$ cat config.mk
export PLATFORM = sky130hd
export DESIGN_NAME = exec_arbiter
export DESIGN_NICKNAME = d
export VERILOG_FILES = /design/src/rtl/exec_arbiter.sv
export SDC_FILE = /design/constraint.sdc
export NUM_CORES = 1
export LEC_CHECK = 0
export BUFFER_PORTS_ARGS = -buffer_cell sky130_fd_sc_hd__buf_2
export CAP_MARGIN = 15
export CORE_AREA = 2 2 124 126
export DETAILED_ROUTE_END_ITERATION = 8
export DIE_AREA = 0 0 126 128
export PLACE_DENSITY_LB_ADDON = 0.05
export SLEW_MARGIN = 20
export SYNTH_ARGS = -nofsm -noshare
export SYNTH_HDL_FRONTEND = slang
export SYNTH_SLANG_ARGS = --single-unit
$ cat constraint.sdc
create_clock -name clk -period 4 [get_ports clk]
set_clock_uncertainty 0.2 [all_clocks]
set_input_delay 0.2 -clock clk [delete_from_list [all_inputs] [get_ports clk]]
set_output_delay 0.2 -clock clk [all_outputs]
set_load 0.05 [all_outputs]
$ cat src/rtl/exec_arbiter.sv
// Two-requester arbiter sharing one combinational Exec unit: IDLE -> EXEC -> RESP per operation.
// Define EXEC_ARB_FIXED_PRIO_EN for fixed requester-0 priority; otherwise round-robin.
module exec_arbiter #(
  parameter int DATA_W = 32,
  parameter int OP_W   = 5
) (
  input  logic              clk,
  input  logic              reset,
  input  logic              req0_valid,
  output logic              req0_ready,
  input  logic [DATA_W-1:0] req0_op1,
  input  logic [DATA_W-1:0] req0_op2,
  input  logic [OP_W-1:0]   req0_operation,
  input  logic              req1_valid,
  output logic              req1_ready,
  input  logic [DATA_W-1:0] req1_op1,
  input  logic [DATA_W-1:0] req1_op2,
  input  logic [OP_W-1:0]   req1_operation,
  output logic              rsp0_valid,
  input  logic              rsp0_ready,
  output logic [DATA_W-1:0] rsp0_out,
  output logic              rsp0_bcond,
  output logic              rsp1_valid,
  input  logic              rsp1_ready,
  output logic [DATA_W-1:0] rsp1_out,
  output logic              rsp1_bcond,
  output logic [DATA_W-1:0] alu_op1,
  output logic [DATA_W-1:0] alu_op2,
  output logic [OP_W-1:0]   alu_operation,
  input  logic [DATA_W-1:0] alu_out,
  input  logic              alu_bcond,
  output logic              busy
);

  typedef enum logic [1:0] {IDLE = 2'd0, EXEC = 2'd1, RESP = 2'd2} state_t;

  state_t            state_q, state_d;
  logic              gnt_q, gnt_d;
  logic [DATA_W-1:0] op1_q, op1_d, op2_q, op2_d, res_q, res_d;
  logic [OP_W-1:0]   opc_q, opc_d;
  logic              bcond_q, bcond_d;
  logic              prio1, win, any, accept, rsp_take;

`ifdef EXEC_ARB_FIXED_PRIO_EN
  assign prio1 = 1'b0;
`else
  // ptr_q set means requester 1 wins the next tie.
  logic ptr_q, ptr_d;
  assign prio1 = ptr_q;

  always_comb begin
    ptr_d = ptr_q;
    if (accept) ptr_d = ~win;
  end

  always_ff @(posedge clk or posedge reset) begin
    if (reset) ptr_q <= 1'b0;
    else       ptr_q <= ptr_d;
  end
`endif

  assign any      = req0_valid | req1_valid;
  assign win      = (req0_valid & req1_valid) ? prio1 : req1_valid;
  // Ready is masked by reset so nothing appears accepted while reset is held.
  assign accept   = (state_q == IDLE) & any & ~reset;
  assign req0_ready = accept & ~win;
  assign req1_ready = accept & win;
  assign rsp_take = (state_q == RESP) & (gnt_q ? rsp1_ready : rsp0_ready);

  always_comb begin
    state_d = state_q;
    gnt_d   = gnt_q;
    op1_d   = op1_q;
    op2_d   = op2_q;
    opc_d   = opc_q;
    res_d   = res_q;
    bcond_d = bcond_q;
    case (state_q)
      IDLE: if (accept) begin
        state_d = EXEC;
        gnt_d   = win;
        op1_d   = win ? req1_op1 : req0_op1;
        op2_d   = win ? req1_op2 : req0_op2;
        opc_d   = win ? req1_operation : req0_operation;
      end
      EXEC: begin
        state_d = RESP;
        res_d   = alu_out;
        bcond_d = alu_bcond;
      end
      RESP: if (rsp_take) state_d = IDLE;
      default: state_d = IDLE;
    endcase
  end

  always_ff @(posedge clk or posedge reset) begin
    if (reset) begin
      state_q <= IDLE;
      gnt_q   <= 1'b0;
      op1_q   <= '0;
      op2_q   <= '0;
      opc_q   <= '0;
      res_q   <= '0;
      bcond_q <= 1'b0;
    end else begin
      state_q <= state_d;
      gnt_q   <= gnt_d;
      op1_q   <= op1_d;
      op2_q   <= op2_d;
      opc_q   <= opc_d;
      res_q   <= res_d;
      bcond_q <= bcond_d;
    end
  end

  assign busy          = (state_q != IDLE);
  assign rsp0_valid    = (state_q == RESP) & ~gnt_q;
  assign rsp1_valid    = (state_q == RESP) & gnt_q;
  assign rsp0_out      = rsp0_valid ? res_q : '0;
  assign rsp0_bcond    = rsp0_valid & bcond_q;
  assign rsp1_out      = rsp1_valid ? res_q : '0;
  assign rsp1_bcond    = rsp1_valid & bcond_q;
  assign alu_op1       = op1_q;
  assign alu_op2       = op2_q;
  assign alu_operation = opc_q;

endmodule

==> Yosys cells after proc, flatten, opt, wreduce, memory -nomap -nowiden <==
Index checks and enable logic that the tools add are counted.
{ "totals": {"out_inout_bits": 140, "wordCells": 40, "inputBits": 177, "regBits": 106} }
{ "op_classes": {"mux": 10, "reduce_logical": 4, "eq_ne": 4, "n_bitwise": 14} }
{ "op_table": {"columns": ["operator", "count"], "rows": [
  ["32-bit two-way mux", 4],
  ["1-bit AND", 10],
  ["2-bit case mux with 3 select lines", 1],
  ["5-bit two-way mux", 1],
  ["2-bit two-way mux", 2],
  ["2-bit inequality test (second input constant)", 2],
  ["2-bit AND reduction", 2],
  ["1-bit NOT", 3],
  ["2-bit by 1-bit equality test with 1-bit output (second input constant)", 1],
  ["2-bit equality test (second input constant)", 1],
  ["2-bit logical NOT", 1],
  ["1-bit two-way mux", 2],
  ["2-bit nonzero test", 1],
  ["1-bit bitwise OR", 1]
]} }

==> Depth between registers and ports, before layout <==
{ "depth": {"ltp_word": 5, "mapped_depth": 6, "depth_no_buf": 3} }

==> Worst setup path after synthesis <==
Ideal clock, no wire load.
{ "synth_path": {"kind": "register -> output", "start": "reg state_q[0]", "end": "out rsp0_out[22]", "t_arrival_ns": 1.898, "setup_slack_ns": 1.702, "required_ns": 3.600, "stages_incl_launch_ff": 5, "path_cell_list": "dfrtp_1 -> nand2b_1 -> nor2_1 -> clkbuf_1 -> and2_1"} }
{ "synth_between": {"elab_chain_cells": 3} }
{ "synth_rtl": {"columns": ["item", "line", "source"], "rows": [
  ["start, declared", "37", "state_t state_q, state_d;"],
  ["start signal, assigned", "106", "state_q <= state_d;"],
  ["2-bit equality test", "117", "assign rsp0_valid = (state_q == RESP) & ~gnt_q;"],
  ["1-bit AND", "117", null],
  ["via rsp0_valid", "19", "output logic rsp0_valid,"],
  ["32-bit two-way mux", "119", "assign rsp0_out = rsp0_valid ? res_q : '0;"],
  ["end, declared", "21", "output logic [DATA_W-1:0] rsp0_out,"]
]} }
The timed path passes the listed nets, and every way through them passes these cells.

==> Worst setup path after layout <==
{ "layout_path": {"start": "in reset", "end": "out req0_ready"} }
{ "layout_between": {"elab_chain_cells": 3} }
{ "layout_rtl": {"columns": ["item", "line", "source"], "rows": [
  ["start, declared", "8", "input logic reset,"],
  ["1-bit NOT", "65", "assign accept = (state_q == IDLE) & any & ~reset;"],
  ["1-bit AND", "65", null],
  ["1-bit AND", "66", "assign req0_ready = accept & ~win;"],
  ["end, declared", "10", "output logic req0_ready,"]
]} }
No other way between the ends.

==> results.json <==
{
  "place.gp.congestion": 0.771,
  "relSlewSlack_pct": 48.9,
  "hold_viol_final": 0,
  "netlist_instances": 481,
  "synth_warnings": 0,
  "instances_no_fill": 1069,
  "detail_route.first_pass.iterations": 4,
  "leakage_nw": 4.24,
  "fin_crit_ns": 2.64,
  "reg2reg_depth": 4,
  "track_usage_pct": 21.4,
  "wl_mm": 17.8,
  "start_util_pct": 37.1,
  "tns_ns": 0,
  "hold_class": "input port to register",
  "antenna_found_initial": 3,
  "clkLatencyLatePin_ns": 0.35,
  "num-fill-cells": 1291,
  "cts-root-buf": "clkbuf_16",
  "post-place-cells": 947,
  "grt_max_degree": 78,
  "syn_area_per_cell_sq_um": 11.5,
  "setup_violations": 0,
  "cts_made_buffers": 9,
  "p_per_area_nw_per_um2": 778,
  "slew_violations": 0,
  "synth_seq_cells": 106,
  "rows": 45,
  "place_hpwl_mm": 12.1,
  "status": "finished, final reports clean",
  "setup_ws_ns": 1.36,
  "post-cts-setup-buffers": 0,
  "clockBufferDepth": 2,
  "cts_tree": "built",
  "grt_pass1_wl_mm": 27.5,
  "worstPathMaxFanout": 33,
  "overflow": 0,
  "ys_types": 21,
  "holdBufCountCts": 105,
  "cp_data_arrival_time_ns": 2.24,
  "ir_drop_mv": 0.402,
  "htree_num_levels": 3,
  "drt-initial-drc-count": 192,
  "post-route-period-util_pct": 66.0,
  "areaGrowthSynthToFinish_pct": 54.3,
  "vias": 5296,
  "ant_nets": 0,
  "ios": 317,
  "crit_type": "input port to output pin",
  "post-place-ws_ns": 1.57,
  "timing.reg2reg.setup_slack_ns": 1.56,
  "critPathLaunchType": "input port",
  "worstMarginPinSlew_ns": 0.767,
  "finalNetCount": 1052,
  "cts_resized": 0,
  "synthesis.area_sq_um": 5520,
  "mostFrequentLayoutCells": "buf_2 (316), dfrtp_1 (106), dlygate4sd3_1 (105), nor3_2 (70), nand2_1 (70)",
  "mostFrequentLayoutCell": "buf_2",
  "syn_nets": 658,
  "rsz0062_at_grt": "false",
  "fp.dieW_um": 126,
  "r2r_start": "state_q[0]$_DFFE_PP0P_",
  "io_buffer_count": 316,
  "cp-end-kind": "output pin",
  "drive_gt1_share_pct": 51.4,
  "max_freq_mhz": 379,
  "drc": 0,
  "grt_pass1_vias": 5265,
  "min_path_cells": 4,
  "yosysSeqAreaShare_pct": 48.1,
  "core_area_sq_um": 14900,
  "via_per_inst": 4.95,
  "clk_pin_slew_ns": 0.07,
  "rr_endpoint": "alu_op1[30]$_DFFE_PP0P_",
  "die_area_sq_um": 16100,
  "die_h_um": 128,
  "min_from": "req1_op2[13]",
  "wl_per_cell_um": 16.6,
  "min_to": "alu_op2[13]$_DFFE_PP0P_",
  "clkSinkCount": 106,
  "critical_path_required_ns": 3.60,
  "drv_cap": 0
}
[metal layers]
layer | share of wire [%] | global-route usage (%)
met3 | 6.5 | 3.67
met5 | 0.073 | 0
met4 | 3.4 | 10.6
met1 | 41 | 26.7
met2 | 49 | 36.0
[critical path: stages]
cell and delay (ns):
dlygate4sd3_1 0.55, buf_2 0.16, nor3_2 0.21, and3_2 0.70, buf_2 0.40
[state kept, by name (all words and copies together), names as in the netlist]
| signal | flops |
|---|---|
| alu_operation | 5 |
| prio1 | 1 |
| alu_op2 | 32 |
| gnt_q | 1 |
| state_q | 2 |
| bcond_q | 1 |
| alu_op1 | 32 |
| res_q | 32 |
[through the flow]
| stage | hold slack [ns] | power (W) | instance area [sq um] | utilization, % |
|---|---|---|---|---|
| CTS | 0.00471 | 0.00667 | 8500 | 57.2 |
| floorplan | 0.145 | 0.00476 | 5520 | - |
| finish | 0.0115 | 0.00662 | 8510 | 57.3 |
| global route | 0.0263 | 0.00694 | 8510 | 57.3 |
| global placement | 0.231 | 0.00557 | 7130 | 48.0 |
| detailed placement | 0.233 | 0.00562 | 7130 | 48.0 |
[synth_stat cells]
cell type  number  area (sq um)
dfrtp_1       106          2650
nand2_1        70           263
nor3_2         70           701
a221o_1        69           691
and2_1         66           413
mux2_2         34           383
buf_2          22           110
buf_6          13           146
clkbuf_1       13          48.8
inv_1           4          15.0
a21oi_1         2          10.0
nand2b_1        2          12.5
nor2_1          2          7.51
and3_1          1          6.26
buf_8           1          15.0
nor2b_1         1          6.26
nor3b_2         1          12.5
o21ai_0         1          5.00
o21ai_1         1          5.00
or2_2           1          6.26
or3_1           1          6.26
[how the worst max path moves through the flow]
stage / start / end / slack [ns] / cells past startpoint
finish: reset / req0_ready / 1.36 / 5
global route: reset / req0_ready / 1.25 / 5
CTS: reset / req0_ready / 1.35 / 5
detailed placement: state_q[0]$_DFFE_PP0P_ / alu_op1[25]$_DFFE_PP0P_ / 1.57 / 4
global placement: state_q[0]$_DFFE_PP0P_ / alu_op2[3]$_DFFE_PP0P_ / 1.63 / 4
floorplan: reset / alu_op1[0]$_DFFE_PP0P_ / 0.81 / 1
[kinds of logic (layout without fill, tap and decap cells)]
logic type,Yosys count,count (layout),share of synthesized area [%]
and+or+nand+nor,215,215,26.0
DFF,106,106,48.1
AOI/OAI and AO/OA,73,73,12.9
buffers and inverters,53,451,6.08
muxes,34,34,6.94
other,0,2,0
[power by group]
group	internal (W)	switching [W]	total [W]
combinational	0.00111	0.00263	0.00373
sequential	0.00159	0.000339	0.00193
clock	0.000564	0.000390	0.000954
total	0.00326	0.00336	0.00662
[layout make-up]
| cell class | count | area (sq um) | area share (%) |
|---|---|---|---|
| Antenna cell | 2 | 5.00 | 0.0588 |
| Clock buffer | 11 | 243 | 2.85 |
| Clock inverter | 4 | 76.3 | 0.897 |
| Inverter | 4 | 20.0 | 0.235 |
| Multi-Input combinational cell | 322 | 2550 | 30.0 |
| Sequential cell | 106 | 2650 | 31.2 |
| Tap cell | 188 | 235 | 2.76 |
| Timing Repair Buffer | 432 | 2730 | 32.0 |
Note: power is estimated with default switching activity, not from simulation.
